--- config.mk ---
export PLATFORM = sky130hd
export DESIGN_NAME = uart_rx_frame
export DESIGN_NICKNAME = d
export VERILOG_FILES = /design/src/rtl/uart_rx_frame.sv
export SDC_FILE = /design/constraint.sdc
export NUM_CORES = 1
export LEC_CHECK = 0
export ABC_AREA = 1
export BUFFER_PORTS_ARGS = -buffer_cell sky130_fd_sc_hd__buf_2
export CORE_MARGIN = 2
export CORE_UTILIZATION = 58
export DETAILED_ROUTE_END_ITERATION = 7
export GPL_TIMING_DRIVEN = 0
export PLACE_DENSITY = 0.84
export SETUP_SLACK_MARGIN = 0.02
export SYNTH_ARGS = -nofsm -noshare
export SYNTH_HDL_FRONTEND = slang
export SYNTH_SLANG_ARGS = --single-unit
--- constraint.sdc ---
create_clock -name clk -period 1.6 [get_ports clk]
set_input_delay 0.32 -clock clk [delete_from_list [all_inputs] [get_ports clk]]
set_output_delay 0.32 -clock clk [all_outputs]
set_load 0.005 [all_outputs]
--- src/rtl/uart_rx_frame.sv ---
// 8N1 UART receiver: synchronises rx_serial, samples each bit at mid-period,
// and emits one rx_valid or frame_error pulse per frame.
module uart_rx_frame #(
  parameter int CLK_FREQ_HZ = 100_000_000,
  parameter int BAUD_RATE   = 115_200
) (
  input  logic       clk,
  input  logic       rst,
  input  logic       rx_serial,
  output logic [7:0] rx_data,
  output logic       rx_valid,
  output logic       frame_error,
  output logic       busy
);

  localparam int CLKS_PER_BIT = CLK_FREQ_HZ / BAUD_RATE;
  localparam int HALF_BIT     = CLKS_PER_BIT / 2;
  localparam int CNT_W        = $clog2(CLKS_PER_BIT);
  localparam logic [CNT_W-1:0] BIT_LAST  = CNT_W'(CLKS_PER_BIT - 1);
  localparam logic [CNT_W-1:0] HALF_LAST = CNT_W'(HALF_BIT - 1);

  typedef enum logic [2:0] {
    IDLE,
    START,
    DATA,
    STOP,
    WAIT_HIGH
  } state_t;

  state_t           state;
  logic             rx_meta;
  logic             rx_sync;
  logic [CNT_W-1:0] clk_cnt;
  logic [2:0]       bit_idx;
  logic [7:0]       shreg;

  // Two-flop synchroniser; resets to the idle-high line level.
  always_ff @(posedge clk) begin
    if (rst) begin
      rx_meta <= 1'b1;
      rx_sync <= 1'b1;
    end else begin
      rx_meta <= rx_serial;
      rx_sync <= rx_meta;
    end
  end

  always_ff @(posedge clk) begin
    if (rst) begin
      state       <= IDLE;
      clk_cnt     <= '0;
      bit_idx     <= 3'd0;
      shreg       <= 8'h00;
      rx_data     <= 8'h00;
      rx_valid    <= 1'b0;
      frame_error <= 1'b0;
      busy        <= 1'b0;
    end else begin
      rx_valid    <= 1'b0;
      frame_error <= 1'b0;
      case (state)
        IDLE: begin
          clk_cnt <= '0;
          if (!rx_sync) begin
            state <= START;
            busy  <= 1'b1;
          end
        end
        START: begin
          if (clk_cnt == HALF_LAST) begin
            clk_cnt <= '0;
            if (!rx_sync) begin
              state   <= DATA;
              bit_idx <= 3'd0;
            end else begin
              // Line went back high before mid-start: treat as a glitch.
              state <= IDLE;
              busy  <= 1'b0;
            end
          end else begin
            clk_cnt <= clk_cnt + CNT_W'(1);
          end
        end
        DATA: begin
          if (clk_cnt == BIT_LAST) begin
            clk_cnt <= '0;
            shreg   <= {rx_sync, shreg[7:1]};
            if (bit_idx == 3'd7) begin
              state <= STOP;
            end else begin
              bit_idx <= bit_idx + 3'd1;
            end
          end else begin
            clk_cnt <= clk_cnt + CNT_W'(1);
          end
        end
        STOP: begin
          if (clk_cnt == BIT_LAST) begin
            clk_cnt <= '0;
            if (rx_sync) begin
              rx_data  <= shreg;
              rx_valid <= 1'b1;
              state    <= IDLE;
              busy     <= 1'b0;
            end else begin
              frame_error <= 1'b1;
              state       <= WAIT_HIGH;
            end
          end else begin
            clk_cnt <= clk_cnt + CNT_W'(1);
          end
        end
        WAIT_HIGH: begin
          // A held-low line must not be mistaken for a new start bit.
          if (rx_sync) begin
            state <= IDLE;
            busy  <= 1'b0;
          end
        end
        default: begin
          state <= IDLE;
          busy  <= 1'b0;
        end
      endcase
    end
  end

endmodule

# Word-level counts from Yosys, hierarchy flattened
# Index checks and enable logic that the tools add are counted.
# W data, S select, Z words.
totals:
  latch_bits: 0
  word_cells: 64
  input_bits: 3
  register_bits: 37
  memories: 0
  ram_bits: 0
  mem_bits_ro: 0
  out_inout_bits: 11
op_classes:
  n_reduce_logical: 10
  div_mod_pow: 0
  n_mux: 24
  magnitude_cmp: 0
  mul: 0
  n_eq_ne: 15
  shifts: 0
  bitwise: 3
  add_sub_neg: 2
op_table:
  columns: ["op", "count"]
  rows:
  - ["$mux W3", 11]
  - ["$pmux W10 S3", 1]
  - ["$mux W10", 2]
  - ["$ne A2 B2 Y1 const B", 8]
  - ["$pmux W3 S5", 1]
  - ["$add A10 B1 Y10 const B", 1]
  - ["$eq A10 B10 Y1 const B", 1]
  - ["$eq A10 B9 Y1 const B", 1]
  - ["$eq A3 B2 Y1 const B", 2]
  - ["$eq A3 B3 Y1 const B", 2]
  - ["$mux W1", 6]
  - ["$pmux W3 S2", 1]
  - ["$reduce_and A6 Y1", 1]
  - ["$pmux W1 S5", 1]
  - ["$reduce_and A5 Y1", 1]
  - ["$reduce_and A4 Y1", 1]
  - ["$add A3 B1 Y3 const B", 1]
  - ["$eq A3 B1 Y1 const B", 1]
  - ["$logic_not A3 Y1", 1]
  - ["$not A1 Y1", 3]
  - ["$reduce_and A3 Y1", 1]
  - ["$reduce_bool A3 Y1", 1]
  - ["$reduce_or A3 Y1", 1]
  - ["$mux W2", 1]
  - ["3 further kinds", 3]

# Depth between registers and ports, before layout
depth:
  ltp_word: 4
  mapped_depth: 12
  ltp_nobuf: 12

# Least setup slack after synthesis
# Ideal clock, no wire load.
synth_timing:
  kind: "register to register"
  from: "register clk_cnt[0]"
  to: "register bit_idx[1]"
  synth_period_minus_slack_ns: 1.422
  setup_time_ns: 0.068
  arrival_ns: 1.355
  path_buffers: 1
  t_required_ns: 1.532
  slack_ns: 0.178
  path_stages_with_launch: 9
  path_cell_list: "dfxtp_1 > ha_1 > nand2_1 > nor2_2 > nand3_4 > nor2_8 > buf_12 > nand3_4 > a21oi_2"
synth_via:
  elab_chain_len: 3
  word_cells_on_any_way: 5
  classes_between: "4 x eq/ne; 1 x reduce/logical"
synth_lines:
  columns: ["item", "line_no", "rtl"]
  rows:
  - ["start: declaration", "33", "logic [CNT_W-1:0] clk_cnt;"]
  - ["start signal: assignment", "81", "clk_cnt <= clk_cnt + CNT_W'(1);"]
  - ["start signal: assignment", "94", "clk_cnt <= clk_cnt + CNT_W'(1);"]
  - ["start signal: assignment", "110", "clk_cnt <= clk_cnt + CNT_W'(1);"]
  - ["$eq A10 B10 Y1 or $eq A10 B9 Y1 (tied branches)", "85, 70", null]
  - ["$ne A2 B2 Y1 (no source line)", null, null]
  - ["$reduce_and A5 Y1 (no source line) (*)", null, null]
  - ["end signal: assignment", "91", "bit_idx <= bit_idx + 3'd1;"]
  - ["end: declaration", "34", "logic [2:0] bit_idx;"]
# Mark *: on every way between the ends. The rest lies on a longest branch, timed or not.
# A chain may end at the register's enable or synchronous reset.

# Final worst setup path
layout_timing:
  from: "register clk_cnt[0]"
  to: "register shreg[5]"
layout_via:
  elab_chain_len: 2
layout_lines:
  columns: ["item", "line_no", "rtl"]
  rows:
  - ["$eq A10 B10 Y1", "85", "if (clk_cnt == BIT_LAST) begin"]
  - ["$reduce_and A2 Y1 (no source line)", null, null]
  - ["end signal: assignment", "87", "shreg <= {rx_sync, shreg[7:1]};"]
  - ["end: declaration", "35", "logic [7:0] shreg;"]
# No other way between the ends.

==> impl_metrics.yaml <==
route:
  drc: 0
  drt_iter0_drc: 124
  wl_per_cell_um: 13.40
  wl_mm: 4.007
  ant_nets: 0
  drtPass1Iterations: 7
  vias_per_cell: 5.421
  via_count: 1621
die:
  core_um2: 3003
  boundaryPins: 14
  die_height_um: 59.58
  dieArea_um2: 3550
  rows: 20
  die_x_um: 59.58
  start_util_pct: 59.67
grt:
  antenna_found_initial: 0
  grt_pass1_wl_mm: 6.196
  grt.total_usage_pct: 23.69
  grt_pass1_vias: 1450
  grt_max_degree: 12
  gr-total-overflow: 0
place:
  dp_hpwl_mm: 2.477
  dp_slack_ps: -49.74
  placed_area_um2: 1898
  numPortBuffers: 13
  place_congestion: 0.8892
  placed_cells: 284
critical_path:
  required_ps: 1890
  critPathCaptureType: "register"
  start_kind: "register"
  cp_cell_sequence: "ha_4 > nand2_2 > nor2_4 > nand3_4 > buf_6 > nor2_4 > o21ai_0 > a21oi_1"
  crit_type: "register to register"
  slowest_delay_ps: 390
  cp_data_arrival_time_ps: 1850
  worst-path-max-fanout: 6
  cp_common_cell: "nor2_4"
  cp_slowest_cell: "dfxtp_4"
  worst-path-buf-inv: 1
  crit_family: "simple AND/OR/NAND/NOR gates"
logic_synthesis:
  avgSynthCellArea_um2: 7.528
  ys.warnings.count: 0
  yosys_most_used_dff: "dfxtp_1"
  yosysMostFrequentCell: "nand2_1"
  yosys_register_bits: 37
  synth_edf_count: 0
  yosysSeqAreaShare_pct: 41.34
  synth_common_cells: "nand2_1 (42), dfxtp_1 (37), inv_1 (31)"
  synthesis.instances: 238
  synth_nets: 245
  synth_cell_type_count: 32
  yosys.area.top_type: "dfxtp_1"
  yosys-top-cells-area: "dfxtp_1 (41%), nand2_1 (8.8%), inv_1 (6.5%)"
  synth_top_area_share_pct: 41.34
  syn-cell-area_um2: 1792
  async_flop_share_pct: 0
final_layout:
  stdcell_area_um2: 2090
  final_cells: 299
  nets: 272
  diodes: 0
  fillers: 237
  drive_gt1_share_pct: 23.31
  multi_input_area_um2: 924.6
  regArea_um2: 748.2
  syn2layout_area_growth_pct: 16.62
power_and_ir_drop:
  ir_drop_v: 0.0007789
  p_int_mw: 1.540
  sequentialPowerShare_pct: 42.5
  switching_power_mw: 0.9975
  finalPower_mw: 2.537
  switching_share_pct: 39.31
  combPwrFrac_pct: 34.7
  p_per_area_nw_per_um2: 1214
  p_leak_nw: 0.9301
  power_frac_clock_pct: 22.8
timing:
  worst_slack_ps: 43.62
  setup_violations: 0
  relSlewSlack_pct: 61.26
  hold_viol_final: 0
  skew_ps: 8.624
  fin_crit_sh_pct: 97.27
  drv_slew: 0
  tightest_slew_ps: 581.1
  clock.fmax_mhz: 642.5
  finalCriticalPeriod_ps: 1556
clock_tree:
  cts_root_buf: "clkbuf_4"
  clock_sink_count: 37
  ctsHtreeMaxLevel: 2
  cts-buffers-inserted: 5
  clock_path_buffers: 2
  cts_tree: "built"
  clk_pin_slew_ps: 110
  clkLatencyLatePin_ps: 360
flow_run:
  cap_violations: 0
min_path:
  hold_class: "primary input to register"
status:
  status: "finished, final reports clean"
[power by group through the flow]
stage	registers, mW	clock network [mW]	logic, mW
floorplan	1.06	0	0.639
global placement	1.07	0	0.771
detailed placement	1.08	0	0.783
CTS	1.06	0.576	0.797
global route	1.08	0.628	0.996
finish	1.08	0.579	0.880
[registers in the layout, indices dropped and copies added (netlist names)]
name	count
frame_error	1
rx_data	8
rx_meta	1
shreg	8
clk_cnt	10
bit_idx	3
busy	1
state	3
rx_sync	1
rx_valid	1
[worst paths after layout]
kind / start / to / slack (ps) / cells past startpoint
hold / removal: rx_serial / rx_meta / 140 / 2
setup reg to reg: clk_cnt[0] / shreg[5] / 40 / 8
setup / recovery: clk_cnt[0] / shreg[5] / 40 / 8
hold reg to reg: rx_meta / rx_sync / 410 / 1
[final cells by class]
type | instances | share of cell area [%]
plain buffers | 7 | 3.114
clock buffers | 7 | 3.114
clock inverters | 1 | 0.2395
inverters | 33 | 6.168
multi-input cells | 162 | 44.25
flip-flops and latches | 37 | 35.81
well taps | 33 | 1.976
repair buffers | 19 | 5.329
[through the flow]
step / hold slack, ps / setup TNS [ps] / util [%]
floorplan: 389.5 / 0 / -
global placement: 390.5 / -15.94 / 63.21
detailed placement: 392.8 / -174.8 / 63.21
CTS: 146.5 / 0 / 66.08
global route: 136.2 / -71.66 / 69.58
finish: 140.2 / 0 / 69.58
[kinds of logic after synthesis]
logic type	synth area share, %
adder cells (fa/ha/maj)	2.793
XOR/XNOR	0.9778
AND/OR/NAND/NOR	29.75
AO/OA/AOI/OAI	14.32
flip-flops	41.34
buffers and inverters	10.82
[worst reg2reg max path, delay by kind of cell, from the launching register on]
kind | cells | cell delay (ps)
and+or+nand+nor | 4 | 510
adders and majority gates | 1 | 150
buffers and inverters | 1 | 180
AOI/OAI and AO/OA | 2 | 270
DFF | 1 | 390
[repair_timing]
item | CTS | global route
pin swaps | 1 | 6
hold buffers | 0 | 0
gates resized for setup | 1 | 16
buffers inserted | 2 | 3
hold endpoints to repair | 0 | 0
endpoints found under the setup margin | 17 | 27
cloned | 0 | 2
[cells in the final DEF, fill, tap and decap left out, types with 2 or more instances in the layout]
cell type / Yosys / final
nand2_2: 5 / 7
a21oi_1: 21 / 21
dfxtp_1: 37 / 35
nor2_2: 3 / 2
buf_6: 3 / 4
ha_1: 4 / 3
clkbuf_8: 0 / 2
nand3_1: 13 / 12
buf_2: 0 / 14
nor3_1: 5 / 4
nand4_1: 3 / 3
clkbuf_4: 0 / 5
buf_4: 0 / 4
inv_1: 31 / 31
dfxtp_4: 0 / 2
buf_1: 2 / 2
nor2_1: 25 / 25
nor2_4: 2 / 4
nand3_4: 2 / 3
or2_2: 2 / 2
o21ai_0: 21 / 21
nand2_1: 42 / 39
nand3b_1: 2 / 2
[routing by layer]
layer	GRT usage, %	wire length, µm	vias up	share of wire [%]
met4	10.48	107	0	2.7
met5	0	0	-	0
li1	-	-	821	-
met2	37.52	1988	74	50
met1	28.96	1612	715	40
met3	8.297	298	11	7.4
Note: power is estimated with default switching activity, not from simulation.
